--- src/rtl/btn_conditioner.sv ---
// Direction-button conditioner: a 2-FF synchroniser, a debounce filter and a press/auto-repeat FSM per button.
// Emits one-cycle move strobes and cancels the strobes of opposing directions.
module btn_conditioner #(
    parameter int N_BTN           = 4,
    parameter int DEBOUNCE_CYCLES = 1_000_000,
    parameter int HOLD_CYCLES     = 20_000_000,
    parameter int REPEAT_CYCLES   = 4_000_000
) (
    input  logic             pixclk,
    input  logic             rst,
    input  logic [N_BTN-1:0] btn_raw,
    output logic [N_BTN-1:0] btn_level,
    output logic [N_BTN-1:0] move_stb
);

    localparam int CNT_W   = $clog2(DEBOUNCE_CYCLES);
    localparam int TMR_MAX = (HOLD_CYCLES > REPEAT_CYCLES) ? HOLD_CYCLES : REPEAT_CYCLES;
    localparam int TMR_W   = $clog2(TMR_MAX);

    localparam logic [CNT_W-1:0] CNT_LAST    = CNT_W'(DEBOUNCE_CYCLES - 1);
    localparam logic [TMR_W-1:0] HOLD_LAST   = TMR_W'(HOLD_CYCLES - 1);
    localparam logic [TMR_W-1:0] REPEAT_LAST = TMR_W'(REPEAT_CYCLES - 1);

    typedef enum logic [1:0] {
        IDLE,
        HOLD,
        REPEAT
    } state_t;

    logic [N_BTN-1:0] sync1_q, sync1_d;
    logic [N_BTN-1:0] sync2_q, sync2_d;
    logic [N_BTN-1:0] level_q, level_d;
    logic [CNT_W-1:0] cnt_q   [N_BTN];
    logic [CNT_W-1:0] cnt_d   [N_BTN];
    state_t           state_q [N_BTN];
    state_t           state_d [N_BTN];
    logic [TMR_W-1:0] tmr_q   [N_BTN];
    logic [TMR_W-1:0] tmr_d   [N_BTN];
    logic [N_BTN-1:0] raw_stb;
    logic [N_BTN-1:0] move_stb_q, move_stb_d;

    always_comb begin
        sync1_d = btn_raw;
        sync2_d = sync1_q;
    end

    // The debounce count restarts whenever the synchronised input agrees with the level again.
    always_comb begin
        level_d = level_q;
        for (int i = 0; i < N_BTN; i++) begin
            cnt_d[i] = cnt_q[i];
            if (sync2_q[i] == level_q[i]) begin
                cnt_d[i] = '0;
            end else if (cnt_q[i] == CNT_LAST) begin
                level_d[i] = sync2_q[i];
                cnt_d[i]   = '0;
            end else begin
                cnt_d[i] = cnt_q[i] + 1'b1;
            end
        end
    end

    // Release takes priority over the terminal count, so a late release never produces a strobe.
    always_comb begin
        raw_stb = '0;
        for (int i = 0; i < N_BTN; i++) begin
            state_d[i] = state_q[i];
            tmr_d[i]   = tmr_q[i];
            case (state_q[i])
                IDLE: begin
                    if (level_q[i]) begin
                        raw_stb[i] = 1'b1;
                        tmr_d[i]   = '0;
                        state_d[i] = HOLD;
                    end
                end
                HOLD: begin
                    if (!level_q[i]) begin
                        state_d[i] = IDLE;
                    end else if (tmr_q[i] == HOLD_LAST) begin
                        raw_stb[i] = 1'b1;
                        tmr_d[i]   = '0;
                        state_d[i] = REPEAT;
                    end else begin
                        tmr_d[i] = tmr_q[i] + 1'b1;
                    end
                end
                REPEAT: begin
                    if (!level_q[i]) begin
                        state_d[i] = IDLE;
                    end else if (tmr_q[i] == REPEAT_LAST) begin
                        raw_stb[i] = 1'b1;
                        tmr_d[i]   = '0;
                    end else begin
                        tmr_d[i] = tmr_q[i] + 1'b1;
                    end
                end
                default: begin
                    state_d[i] = IDLE;
                    tmr_d[i]   = '0;
                end
            endcase
        end
    end

    // Opposing pairs are {up,down} and {left,right}; coincident requests cancel each other.
    always_comb begin
        move_stb_d = raw_stb;
        for (int i = 0; i + 1 < N_BTN; i += 2) begin
            if (raw_stb[i] && raw_stb[i+1]) begin
                move_stb_d[i]   = 1'b0;
                move_stb_d[i+1] = 1'b0;
            end
        end
    end

    always_ff @(posedge pixclk) begin
        if (!rst) begin
            sync1_q    <= '0;
            sync2_q    <= '0;
            level_q    <= '0;
            move_stb_q <= '0;
            for (int i = 0; i < N_BTN; i++) begin
                cnt_q[i]   <= '0;
                state_q[i] <= IDLE;
                tmr_q[i]   <= '0;
            end
        end else begin
            sync1_q    <= sync1_d;
            sync2_q    <= sync2_d;
            level_q    <= level_d;
            move_stb_q <= move_stb_d;
            for (int i = 0; i < N_BTN; i++) begin
                cnt_q[i]   <= cnt_d[i];
                state_q[i] <= state_d[i];
                tmr_q[i]   <= tmr_d[i];
            end
        end
    end

    assign btn_level = level_q;
    assign move_stb  = move_stb_q;

endmodule

--- config.mk ---
export PLATFORM = sky130hd
export DESIGN_NAME = btn_conditioner
export DESIGN_NICKNAME = d
export VERILOG_FILES = /design/src/rtl/btn_conditioner.sv
export SDC_FILE = /design/constraint.sdc
export NUM_CORES = 1
export LEC_CHECK = 0
export CORE_MARGIN = 2
export CORE_UTILIZATION = 55
export DETAILED_ROUTE_END_ITERATION = 10
export GPL_ROUTABILITY_DRIVEN = 0
export GPL_TIMING_DRIVEN = 0
export PLACE_DENSITY = 0.82
export SLEW_MARGIN = 20
export SYNTH_ARGS = -nofsm -noshare
export SYNTH_HDL_FRONTEND = slang
export SYNTH_SLANG_ARGS = --single-unit
export TNS_END_PERCENT = 1
--- constraint.sdc ---
create_clock -name pixclk -period 2.1 [get_ports pixclk]
set_input_delay 0.42 -clock pixclk [delete_from_list [all_inputs] [get_ports pixclk]]
set_output_delay 0.42 -clock pixclk [all_outputs]
set_load 0.03 [all_outputs]
Word-level counts from Yosys, hierarchy flattened:

Memory sizes are Yosys's and may differ from the RTL's.
Cells that the tools add are included.

* RAM bits: 188
* bits in registers: 16
* input port bits: 6
* memories kept: 3
* logic and storage cells: 162
* output and inout bits: 8

Memories
* tmr_q: depth 4, width 25, read ports 4, clocked after memory_dff 0, wr ports 4, line 37 `logic [TMR_W-1:0] tmr_q [N_BTN];`
* cnt_q: depth 4, width 20, read ports 4, clocked after memory_dff 0, wr ports 4, line 33 `logic [CNT_W-1:0] cnt_q [N_BTN];`
* state_q: depth 4, width 2, read ports 4, clocked after memory_dff 0, wr ports 4, line 35 `state_t state_q [N_BTN];`

* muxes and demuxes: 90
* bitwise operators: 17
* $add $sub $neg: 8
* reduce and logical (&&, ||, !) cells: 12
* equality and inequality tests: 24

Operator list (number)
* two-way mux 25 bit: 24
* one-hot mux 25 bit (3 select lines): 4
* two-way mux 20 bit: 12
* adder 25 x 1 -> 25 bit, second input constant: 4
* equality test 25 x 22 -> 1 bit, second input constant: 4
* equality test 25 bit, second input constant: 4
* adder 20 x 1 -> 20 bit, second input constant: 4
* equality test 20 bit, second input constant: 4
* two-way mux 2 bit: 20
* one-hot mux 2 bit (3 select lines): 4
* two-way mux 1 bit: 22
* bitwise OR 1 bit: 12
* one-hot mux 1 bit (3 select lines): 4
* equality test 2 x 1 -> 1 bit, second input constant: 4
* equality test 2 bit, second input constant: 4
* zero test 2 bit: 4
* AND reduction 2 bit: 4
* inverter 1 bit: 5
* equality test 1 bit: 4
* OR reduction 2 bit: 2
* logical AND 1 bit: 2

Longest topological paths before layout:

* depth in word-level cells: 6
* gate-level depth with buffers: 9
* gate-level depth less buffers: 8

Least setup slack after synthesis:

No wires, ideal clock.

* kind: flip-flop to flip-flop
* start: memory state_q[1][0] (netlist name)
* end: memory tmr_q[1][24] (netlist name)
* data required time: 1.981 ns
* arrival: 2.076 ns
* slack: -0.095 ns
* stages on the path, launching flop included: 10
* path buffers: 1
* library setup time: 0.119 ns
* clock period less this slack: 2.195 ns
* path through: dfxtp_1 -> inv_1 -> ha_1 -> nor3_1 -> o211a_1 -> or4b_1 -> buf_6 -> nor2_4 -> xnor2_1 -> nor2_2

RTL lines (line)
* start: declaration: 35
* end: declaration: 37

==> impl_metrics.csv <==
group,metric,value,unit
place,place.port_buffers,13,
worst_setup_path,timing.critical_path.from_type,"flip-flop",
routing,postRouteWirelength,19.2,mm
worst_setup_path,ff2ff_setup_slack,-40,ps
timing,count_of_endpoints_failing_hold_in_the_final_timing_report,0,
yosys,synthFlopType,"sky130_fd_sc_hd__dfxtp_1",
clock_tree,cts.hold.buffers_added,0,
timing,timing.final.crit_period,2140,ps
finish,area_growth_syn_to_layout,16.9,%
clock_tree,cts-root-to-sink-buffers,3,
grt,grt_pass1_wl,32.6,mm
finish,drive_gt1_share,12.3,%
floorplanning,floorplan.core_area,17100,um^2
routing,dr_total_vias,7752,
yosys,synth-seq-area-share,42.7,%
clock_tree,clock_sinks,204,
yosys,post_synth_num_cell_types,61,
timing,final-max-slew-violation-count,0,
floorplanning,fp.dieW,136,um
routing,drt-initial-drc-count,432,
clock_tree,cts_made_buffers,23,
routing,detail_route.first_pass.iterations,5,
run,drv_cap,0,
run_status,status,"finished, violations left",
clock_tree,cts_tree,"yes",
yosys,synth_enable_flop_cells,0,
grt,grt_overflow,0,
routing,drt_drc_violations_left,0,
yosys,synthCells,1116,
yosys,synth_async_sr_flop_share,0,%
worst_setup_path,worstRegToRegCells,7,
grt,grt_max_degree,14,
clock_tree,worstSkewPairLatency,500,ps
finish,finalNonFillerCells,1401,
timing,final_skew,10.9,ps
worst_setup_path,crit-reg2reg-launch,"tmr_q[3][14]",
finish,antennaDiodeCount,0,
timing,post-route-worst-setup-slack,-41.3,ps
floorplanning,ios,14,
worst_setup_path,path_class,"reg2reg",
min_path,min_delay_path_depth,1,
grt,number_of_antenna_violations_at_the_first_check_in_global_routing,0,
finish,layout_common_cells,"sky130_fd_sc_hd__nor2_1 (231), sky130_fd_sc_hd__dfxtp_1 (186), sky130_fd_sc_hd__xor2_1 (79)",
floorplanning,std_cell_rows,48,
timing,worst_slew_pin_slew,610,ps
grt,first_global_vias,7275,
clock_tree,cts.reportedPaths.clkPinSlew,60,ps
timing,whs,435,ps
min_path,hold_start,"sync1_q[0]",
clock_tree,cts_htree_levels,1,
power_and_ir_drop,worst_ir_drop_vdd,557,uV
worst_setup_path,cp-startpoint,"tmr_q[3][14]",
finish,nNetsFinal,1192,
worst_setup_path,path_max_fanout,10,
min_path,min_path_type,"reg2reg",
power_and_ir_drop,p_per_area,745,nW/um^2
finish,finalCoreUtilization,65.3,%
yosys,synth.ff_latch_count,204,
timing,slew-limit-headroom,59.3,%
floorplanning,die_y,136,um
yosys,syn_nets,1146,
routing,detail-route-antenna-nets,0,
worst_setup_path,reg2reg_end,"tmr_q[3][17]",
worst_setup_path,critical_path_arrival,2530,ps
finish,final_common_cell,"sky130_fd_sc_hd__nor2_1",
yosys,ys.warnings.count,0,
worst_setup_path,required_worst_endpoint,2490,ps
place,place_inst,1354,
yosys,synthesized_area_per_cell,8.57,um^2
place,hpwlAfterDp,12.7,mm
clock_tree,clock-root-buffer,"sky130_fd_sc_hd__clkbuf_16",
floorplanning,floorplan.die_area,18500,um^2
timing,timing.final.setup_violations,13,
floorplanning,initial_core_util,55.9,%
timing,fmax,0.467,GHz
timing,timing.final.crit_share,102,%
worst_setup_path,crit_path_end_kind,"flip-flop",
timing,grt_setup_unrepaired,"yes",
min_path,whs_endpoint,"sync2_q[0]",
yosys,syn-cell-area,9560,um^2
power_and_ir_drop,leakagePower,3.67,nW
place,place_worst_setup_slack,-577,ps
routing,routed_via_density,5.53,
grt,globalRouteTotalUtil,20.6,%
run_status,failed_checks,"negative setup slack",
routing,detail_route.wl_per_cell,13.7,um
per-stage QoR:
stage / setup TNS [ps] / power (W) / instance area, um^2
6_report: -428 / 0.00833 / 11200
5_1_grt: -8190 / 0.00860 / 11200
4_1_cts: -516 / 0.00842 / 11000
3_5_place_dp: -48840 / 0.00407 / 9980
3_3_place_gp: -45900 / 0.00407 / 9980
2_1_floorplan: 0 / 0.00403 / 9570
final cells by class:
class | instances | area [um^2]
buffer | 32 | 198
clock buffer | 29 | 648
clock inverter | 10 | 175
fill | 1357 | 5930
inverter | 34 | 128
multi-input combinational | 844 | 5440
sequential | 204 | 4110
tap | 225 | 282
timing repair buffer | 23 | 204
per-layer routing:
layer | up-vias | GRT usage [%] | part of all wire [%]
met2 | 116 | 35.4 | 49
li1 | 3915 | - | -
met1 | 3688 | 26.8 | 45
met5 | - | 0 | 0
met3 | 33 | 3.24 | 3.6
met4 | 0 | 5.96 | 1.9
worst max-delay path: stages, from the launching register on:
cell and delay, ps:
sky130_fd_sc_hd__dfxtp_2 350, sky130_fd_sc_hd__or4b_4 550, sky130_fd_sc_hd__nor4_4 220, sky130_fd_sc_hd__a41oi_1 190, sky130_fd_sc_hd__a31o_4 290, sky130_fd_sc_hd__o21ai_4 200, sky130_fd_sc_hd__buf_6 170, sky130_fd_sc_hd__nor2_1 50
cells in the mapped netlist (4+ instances only):
| cell type | instances | area [um^2] |
|---|---|---|
| sky130_fd_sc_hd__a21oi_1 | 24 | 120 |
| sky130_fd_sc_hd__and2_1 | 11 | 68.8 |
| sky130_fd_sc_hd__and3_1 | 18 | 113 |
| sky130_fd_sc_hd__and4_1 | 10 | 87.6 |
| sky130_fd_sc_hd__buf_2 | 5 | 25.0 |
| sky130_fd_sc_hd__buf_6 | 6 | 67.6 |
| sky130_fd_sc_hd__clkbuf_1 | 21 | 78.8 |
| sky130_fd_sc_hd__dfxtp_1 | 204 | 4080 |
| sky130_fd_sc_hd__ha_1 | 24 | 300 |
| sky130_fd_sc_hd__inv_1 | 34 | 128 |
| sky130_fd_sc_hd__mux2i_1 | 10 | 100 |
| sky130_fd_sc_hd__nand2_1 | 71 | 267 |
| sky130_fd_sc_hd__nand2b_1 | 5 | 31.3 |
| sky130_fd_sc_hd__nand3_1 | 79 | 395 |
| sky130_fd_sc_hd__nand3b_1 | 5 | 37.5 |
| sky130_fd_sc_hd__nand4_1 | 48 | 300 |
| sky130_fd_sc_hd__nor2_1 | 233 | 875 |
| sky130_fd_sc_hd__nor2_4 | 4 | 45.0 |
| sky130_fd_sc_hd__nor2b_1 | 5 | 31.3 |
| sky130_fd_sc_hd__nor3_1 | 26 | 130 |
| sky130_fd_sc_hd__nor4_1 | 14 | 87.6 |
| sky130_fd_sc_hd__nor4b_1 | 13 | 114 |
| sky130_fd_sc_hd__o211ai_1 | 4 | 30.0 |
| sky130_fd_sc_hd__o21ai_0 | 12 | 60.1 |
| sky130_fd_sc_hd__o22ai_1 | 5 | 31.3 |
| sky130_fd_sc_hd__or2_2 | 8 | 50.1 |
| sky130_fd_sc_hd__or3_1 | 14 | 87.6 |
| sky130_fd_sc_hd__xnor2_1 | 76 | 666 |
| sky130_fd_sc_hd__xor2_1 | 79 | 692 |
state kept, by name (all words and copies together) (netlist names):
register,count
state_q,8
sync1_q,4
tmr_q,100
move_stb,4
cnt_q,80
btn_level,4
sync2_q,4
logic make-up (layout without fill, tap and decap cells):
kind of cell	after synthesis	count (layout)	synth area share (%)
compound gates	77	77	5.68
xor+xnor	155	155	14.2
buf+inv	68	128	3.28
simple gates	578	578	29.9
fa+ha+maj	24	24	3.14
flops	204	204	42.7
mux	10	10	1.05
report_power, final:
part | switching, W | internal (W)
sequential | 0.00000573 | 0.00388
clock | 0.00156 | 0.00278
combinational | 0.0000731 | 0.0000369
worst max path at each step:
stage              endpoint  depth (start not counted)  slack (ps)
2_1_floorplan  tmr_q[1][24]                          9         0.6
3_3_place_gp    move_stb[1]                          6        -580
3_5_place_dp    move_stb[1]                          6        -580
4_1_cts        tmr_q[3][17]                          7         -50
5_1_grt        cnt_q[0][13]                          6        -170
6_report       tmr_q[3][17]                          7         -40
what timing repair did:
action | CTS | global route
resized for setup | 27 | 59
hold endpoints to repair | 0 | 0
setup buffers | 10 | 0
pin swaps | 8 | 14
endpoints found under the setup margin | 88 | 159
No activity file was read; power rests on OpenSTA's default activity.
